### config.mk
export PLATFORM = sky130hd
export DESIGN_NAME = elastic_pipe_reg
export DESIGN_NICKNAME = d
export VERILOG_FILES = /design/src/rtl/elastic_pipe_reg_pkg.sv /design/src/rtl/elastic_pipe_stage.sv /design/src/rtl/elastic_pipe_reg.sv
export SDC_FILE = /design/constraint.sdc
export NUM_CORES = 1
export LEC_CHECK = 0
export CORE_UTILIZATION = 25
export CTS_BUF_LIST = sky130_fd_sc_hd__clkbuf_4 sky130_fd_sc_hd__clkbuf_8
export DETAILED_ROUTE_END_ITERATION = 12
export PLACE_DENSITY = 0.52
export SLEW_MARGIN = 0
export SYNTH_ARGS = -nofsm -noshare
export SYNTH_HDL_FRONTEND = slang
export SYNTH_SLANG_ARGS = --single-unit
### constraint.sdc
create_clock -name clk -period 1.5 [get_ports clk]
set_clock_uncertainty 0.05 [all_clocks]
set_input_delay 0.3 -clock clk [delete_from_list [all_inputs] [get_ports clk]]
set_output_delay 0.3 -clock clk [all_outputs]
set_load 0.01 [all_outputs]
### src/rtl/elastic_pipe_reg_pkg.sv
// Shared constants and the count-width helper for elastic_pipe_reg.
package elastic_pipe_reg_pkg;

  localparam int unsigned DEFAULT_WL = 8;

  // Ceiling log2 with a floor of 1 so a derived width is never zero.
  function automatic int unsigned clog2(input int unsigned v);
    int unsigned r;
    r = 1;
    for (int unsigned i = 1; i < 32; i++) begin
      if ((32'd1 << i) < v) r = i + 1;
    end
    return r;
  endfunction

endpackage

### src/rtl/elastic_pipe_stage.sv
// One valid+data stage: loads on load, valid cleared by clr, data held when idle.
module elastic_pipe_stage
  import elastic_pipe_reg_pkg::*;
#(
  parameter int unsigned WL = DEFAULT_WL
) (
  input  logic          clk,
  input  logic          rst,
  input  logic          clr,
  input  logic          load,
  input  logic          in_valid,
  input  logic [WL-1:0] in_data,
  output logic          valid,
  output logic [WL-1:0] data
);

  always_ff @(posedge clk or posedge rst) begin
    if (rst) begin
      valid <= 1'b0;
      data  <= '0;
    end else begin
      if (clr)       valid <= 1'b0;
      else if (load) valid <= in_valid;
      if (!clr && load && in_valid) data <= in_data;
    end
  end

endmodule

### src/rtl/elastic_pipe_reg.sv
// DEPTH-stage elastic pipeline register with bubble collapse, flush and occupancy.
// Define ELASTIC_PIPE_REG_SKID_EN to add a skid slot that registers in_ready.
module elastic_pipe_reg
  import elastic_pipe_reg_pkg::*;
#(
  parameter  int unsigned WL    = DEFAULT_WL,
  parameter  int unsigned DEPTH = 3,
  localparam int unsigned CW    = clog2(DEPTH + 2)
) (
  input  logic          clk,
  input  logic          rst,
  input  logic          clr,
  input  logic          in_valid,
  output logic          in_ready,
  input  logic [WL-1:0] in_data,
  output logic          out_valid,
  input  logic          out_ready,
  output logic [WL-1:0] out_data,
  output logic [CW-1:0] count
);

  logic [DEPTH-1:0] valid;
  logic [DEPTH-1:0] adv;
  logic [WL-1:0]    data [DEPTH];
  logic [DEPTH-1:0] stage_in_valid;
  logic [WL-1:0]    stage_in_data [DEPTH];
  logic             s0_valid;
  logic [WL-1:0]    s0_data;
  logic             in_xfer;
  logic             out_xfer;

  // A stage may advance when it is empty or everything ahead of it moves.
  always_comb begin
    adv = '0;
    adv[DEPTH-1] = ~valid[DEPTH-1] | out_ready;
    for (int unsigned k = 1; k < DEPTH; k++) begin
      adv[DEPTH-1-k] = ~valid[DEPTH-1-k] | adv[DEPTH-k];
    end
  end

`ifdef ELASTIC_PIPE_REG_SKID_EN
  logic          skid_valid;
  logic [WL-1:0] skid_data;

  assign in_ready = ~skid_valid & ~clr;
  assign in_xfer  = in_valid & in_ready;
  // The skid word always enters stage 0 before any newer input.
  assign s0_valid = skid_valid | in_xfer;
  assign s0_data  = skid_valid ? skid_data : in_data;

  always_ff @(posedge clk or posedge rst) begin
    if (rst) begin
      skid_valid <= 1'b0;
      skid_data  <= '0;
    end else if (clr) begin
      skid_valid <= 1'b0;
    end else if (skid_valid) begin
      if (adv[0]) skid_valid <= 1'b0;
    end else if (in_xfer && !adv[0]) begin
      skid_valid <= 1'b1;
      skid_data  <= in_data;
    end
  end
`else
  assign in_ready = adv[0] & ~clr;
  assign in_xfer  = in_valid & in_ready;
  assign s0_valid = in_xfer;
  assign s0_data  = in_data;
`endif

  assign out_xfer  = out_valid & out_ready;
  assign out_valid = valid[DEPTH-1];
  assign out_data  = data[DEPTH-1];

  for (genvar g = 0; g < DEPTH; g++) begin : g_stage
    if (g == 0) begin : g_first
      assign stage_in_valid[g] = s0_valid;
      assign stage_in_data[g]  = s0_data;
    end else begin : g_rest
      assign stage_in_valid[g] = valid[g-1];
      assign stage_in_data[g]  = data[g-1];
    end

    elastic_pipe_stage #(.WL(WL)) u_stage (
      .clk      (clk),
      .rst      (rst),
      .clr      (clr),
      .load     (adv[g]),
      .in_valid (stage_in_valid[g]),
      .in_data  (stage_in_data[g]),
      .valid    (valid[g]),
      .data     (data[g])
    );
  end

  always_ff @(posedge clk or posedge rst) begin
    if (rst) begin
      count <= '0;
    end else if (clr) begin
      count <= '0;
    end else begin
      case ({in_xfer, out_xfer})
        2'b10:   count <= count + CW'(1);
        2'b01:   count <= count - CW'(1);
        default: count <= count;
      endcase
    end
  end

endmodule
=== Word-level counts from Yosys, hierarchy flattened ===
Cells that the tools add are included.
Widths: inputs -> output; s select.

* Register bits after elaboration: 30
* Input bits: 13
* Output and inout bits: 13
* Word-level logic and storage cells: 40

* Add/sub/neg operators: 2
* Equality and inequality tests: 2
* Muxes and demuxes: 8
* Bitwise operators: 10
* Reduce and logical (&&, ||, !) cells: 11

{| class="wikitable"
|+ Operators by type and width
! kind !! number
|-
| $logic_and 1x1->1 || 6
|-
| $mux 1 || 6
|-
| $pmux 3 s2 || 1
|-
| $reduce_bool 2->1 || 3
|-
| $not 1->1 || 4
|-
| $add 3x1->3 const B || 1
|-
| $and 1x1->1 || 3
|-
| $mux 3 || 1
|-
| $or 1x1->1 || 3
|-
| $reduce_bool 3->1 || 1
|-
| $sub 3x1->3 const B || 1
|-
| $eq 2x1->1 const B || 1
|-
| $eq 2x2->1 const B || 1
|-
| $logic_not 1->1 || 1
|}

=== Logic depth before layout (Yosys ltp) ===
* Word-level depth: 9
* Gate-level depth with buffers: 6
* Depth with buffers taken out: 6

=== Hierarchy ===
A second synthesis with hierarchy kept.

* Cell total of the unflattened synthesis: 99
* Area total of the unflattened synthesis: 1388.8 um2

{| class="wikitable"
|+ By module, submodules not included
! module !! instances !! cells an instance !! area each (um2) !! sequential area each (um2)
|-
| elastic_pipe_stage || 3 || 21 || 352.8 || 225.2
|-
| elastic_pipe_reg || 1 || 36 || 330.3 || 75.1
|}

=== Least setup slack after synthesis ===
Ideal clock, no wire load.

* Kind: register to register
* Start: register g_stage[2].u_stage.valid
* End: register g_stage[2].u_stage.data[0]
* Setup time: 125 ps
* Arrival time: 1414 ps
* Data required time: 1325 ps
* Path slack: -89 ps
* Stages on the path, launching flop included: 5
* Buffers on the path: 1
* Period minus slack after synthesis: 1589 ps
* Cells stage by stage: dfrtp_1 nor2b_1 or3b_1 buf_6 mux2_4

* Word-level cells in the longest chain between the ends: 4

{| class="wikitable"
|+ RTL lines
! element !! RTL line !! source
|-
| start: declaration || elastic_pipe_stage.sv:13 || <nowiki>output logic valid,</nowiki>
|-
| start signal: assignment || elastic_pipe_stage.sv:23 || <nowiki>else if (load) valid <= in_valid;</nowiki>
|-
| $not 1->1 || elastic_pipe_reg.sv:35 || <nowiki>adv[DEPTH-1] = ~valid[DEPTH-1] | out_ready;</nowiki>
|-
| $or 1x1->1 || elastic_pipe_reg.sv:35 ||
|-
| $logic_and 1x1->1 (2 in series) || elastic_pipe_stage.sv:24 || <nowiki>if (!clr && load && in_valid) data <= in_data;</nowiki>
|-
| end signal: assignment || elastic_pipe_stage.sv:24 ||
|-
| end: declaration || elastic_pipe_stage.sv:14 || <nowiki>output logic [WL-1:0] data</nowiki>
|}

Every way passes these cells.
A chain may end at the register's enable or synchronous reset.

=== Worst setup path in the final report ===
* Start: register g_stage[2].u_stage.valid
* End: register g_stage[2].u_stage.data[3]

The elaborated chain is that of the path after synthesis.

==> results by group <==
Finish
  – Layout cells sized above 1: 43.3%
  – Register area: 752 um2
  – Ant diodes: 0
  – Area grow syn2layout: 39.2%
  – Fillers: 524
  – Nets: 156
  – Multi-input gate area: 583 um2

Worst setup path
  – CP endpoint kind: register
  – R2R Setup Slk: -0.05 ns
  – Register-to-Register Path Depth: 3
  – Largest fanout on the critical path: 8
  – Reg2reg end: g_stage[2].u_stage.data[3]
  – Cell breakdown of the critical path: nor2b_4, or3b_4, mux2_4
  – Type of origin of the critical path: register
  – Critical Path RT: 1.60 ns
  – Critical Path AT: 1.66 ns
  – Critical Path Max Stage Delay: 0.48 ns
  – Setup CP Type: register to register
  – Slowest cell on the critical path: or3b_4
  – FF-to-FF Start: g_stage[2].u_stage.valid

Floorplan
  – Initial Util: 26.5%
  – Floorplan row count: 26
  – Die X: 76.2 um
  – Core area: 0.00520 mm2
  – Die height: 76.2 um
  – IO Count: 26
  – Die ar.: 0.00581 mm2

Route
  – # DRC: 0
  – ANT nets after route: 0
  – Via Count: 865
  – Number of DRC markers in iteration 0: 34
  – 1st-pass router iterations: 3
  – Via density: 4.10
  – Routed wire length: 2540 um
  – DR WL/cell: 12.0 um

CTS
  – Clock sink total: 30
  – Root buf cell: clkbuf_8
  – CTS HTree Levels: 2
  – CTS tree: built
  – Worst skew pair latency: 0.27 ns
  – Maximum buffer depth of the clock tree: 2
  – Reg clk slew, reported paths: 0.06 ns
  – TritonCTS Buffers: 5

Placement
  – Post-Place Worst Slack: -0.564 ns
  – Hpwl dp: 1870 um
  – Final GP Congestion: 0.822
  – IO buf count: 25

Yosys
  – Largest family of logic cells by synthesized area: multiplexers
  – Area share of fa/ha/maj cells after synthesis: 1.45%
  – Post-Syn Nets: 116
  – Compound-Gate Fraction of Synth Area: 3.36%
  – Seq/Total Area, Yosys: 54.5%
  – Post-synth EDFFs: 0
  – Multiplexer area fraction after synthesis: 23.3%
  – Simple-Gate Fraction of Synth Area: 11.0%
  – Proportion of synthesized flip-flops having asynchronous set or reset: 100%
  – Synth Register Bits: 30
  – Mean Syn Cell Area: 13.5 um2
  – Mapped Area: 0.00138 mm2
  – Netlist cell types: 25
  – Syn Inst Count: 102
  – Synth area leader: dfrtp_1
  – Commonest cells in the netlist: dfrtp_1 (30), mux2_2 (17), nor2_1 (9)
  – Yosys top cell area share: 54.5%
  – Ranking of synthesized cells by area: dfrtp_1 (54%), mux2_2 (14%), mux2_4 (8.7%)
  – Yosys warns: 0
  – XOR/XNOR Fraction of Synth Area: 0%
  – Most common cell in the netlist: dfrtp_1
  – Synth Flop Type: dfrtp_1

Timing
  – Fmax: 0.644 GHz
  – Post-layout min period: 1.55 ns
  – Worst Setup Slack, final: -0.0528 ns
  – Fin. max-slew vios: 0
  – Fin. Hold Viols: 0
  – RSZ-0062 raised after global routing: true
  – Final worst-path cycle share: 104%
  – Least-Margin Pin Slew: 0.269 ns
  – Final setup viols: 17
  – Relative slew slack: 82.0%

Pwr
  – Power Internal: 1.72 mW
  – Pwr/cell area: 1190 mW/mm2
  – Sw Share: 24.6%
  – Part of the power in combinational logic: 24.7%
  – Sequential share of power: 48.7%
  – Peak VDD IR: 0.000443 V
  – Leakage: 0.913 nW
  – Clock power share: 26.6%
  – Sw power: 0.562 mW
  – Tot Pwr: 2.29 mW

Global route
  – Grt ovf: 0
  – First-pass GRT wire length: 4410 um
  – Initial antenna violation count: 0
  – Largest net degree at the start of global routing: 31
  – Vias in the first global route: 909
  – Total GRT Usage: 9.75%

Min path
  – HP Class: input pin to async pin

Flow run
  – Maxcap violations: 0

Outcome
  – Status: finished, violations left
  – Failing checks: setup timing
-- sequential cells by signal, indices dropped and copies added, names as in the netlist --
register	count
g_stage.u_stage.data	24
count	3
g_stage.u_stage.valid	3
-- routing by layer --
metal  global-route usage, %  part of all wire (%)
met5                       0                     0
met4                    4.62                   1.3
met3                    3.95                   3.7
met2                    14.5                    48
met1                    12.2                    47
-- cell families (layout without fill, tap and decap cells) --
| family | after synthesis | count (layout) |
|---|---|---|
| flip-flops | 30 | 30 |
| multiplexers | 26 | 26 |
| AND/OR/NAND/NOR | 26 | 26 |
| buffers and inverters | 13 | 52 |
| AO/OA/AOI/OAI | 6 | 6 |
| adder cells (fa/ha/maj) | 1 | 1 |
-- how the worst max path moves through the flow --
stage / depth (start not counted) / from / slack, ns / end
after global placement: 7 / clr / -0.52 / count[2]
after detailed placement: 7 / clr / -0.56 / count[2]
after CTS: 4 / g_stage[2].u_stage.valid / -0.06 / g_stage[2].u_stage.data[0]
after floorplan: 4 / g_stage[2].u_stage.valid / -0.04 / g_stage[2].u_stage.data[0]
after global routing: 6 / g_stage[2].u_stage.valid / -0.11 / count[2]
final: 3 / g_stage[2].u_stage.valid / -0.05 / g_stage[2].u_stage.data[3]
-- placed cells by master (no fill, tap or decap), types with 2 or more instances in the layout --
master / Yosys / layout
dfrtp_1: 30 / 29
and3b_1: 2 / 2
mux2_4: 8 / 9
nand4_1: 2 / 2
buf_12: 0 / 2
nor2_1: 9 / 8
nand2b_1: 3 / 3
nor2b_4: 0 / 2
dlygate4sd2_1: 0 / 15
nor2b_1: 4 / 2
clkdlybuf4s50_1: 0 / 9
buf_6: 1 / 3
mux2_2: 17 / 16
nand4b_1: 2 / 2
clkbuf_8: 0 / 6
buf_4: 8 / 14
inv_1: 2 / 2
-- cell type report --
class / instances / area share, %
Tap cell: 70 / 4.57
Sequential cell: 30 / 39.2
Inverter: 2 / 0.391
Timing Repair Buffer: 44 / 21.1
Multi-Input combinational cell: 59 / 30.4
Clock buffer: 6 / 4.31
-- worst max-delay path: cells and delay by family (launching register included) --
| kind | cells | cell delay [ns] |
|---|---|---|
| multiplexers | 1 | 0.32 |
| AND/OR/NAND/NOR | 2 | 0.62 |
| flip-flops | 1 | 0.44 |
-- power groups by stage --
stage / combinational [mW] / clock, mW / sequential [mW]
after floorplan: 0.454 / 0 / 1.09
after global placement: 0.605 / 0 / 1.13
after detailed placement: 0.621 / 0 / 1.14
after CTS: 0.572 / 0.629 / 1.12
after global routing: 0.605 / 0.678 / 1.14
final: 0.565 / 0.608 / 1.11
-- through the flow --
| stage | utilization (%) | instances | area, um2 | setup TNS (ns) | hold slack, ns |
|---|---|---|---|---|---|
| 4_1_cts | 36.7 | 210 | 1910 | -0.625 | 0.338 |
| 6_report | 36.9 | 211 | 1920 | -0.526 | 0.329 |
| 5_1_grt | 36.9 | 211 | 1920 | -1.48 | 0.360 |
| 2_1_floorplan | - | 102 | 1390 | -0.373 | 0.341 |
| 3_3_place_gp | 34.3 | 201 | 1780 | -12.46 | 0.442 |
| 3_5_place_dp | 34.3 | 201 | 1780 | -13.24 | 0.439 |
-- what timing repair did --
item                                    in CTS  in global routing
endpoints found under the setup margin      40                 26
pin swaps                                    4                  2
gates cloned                                 0                  0
resized for setup                           31                  1
hold buffers                                 0                  0
setup buffers                                3                  2
Power figures use the tool's default switching activity.
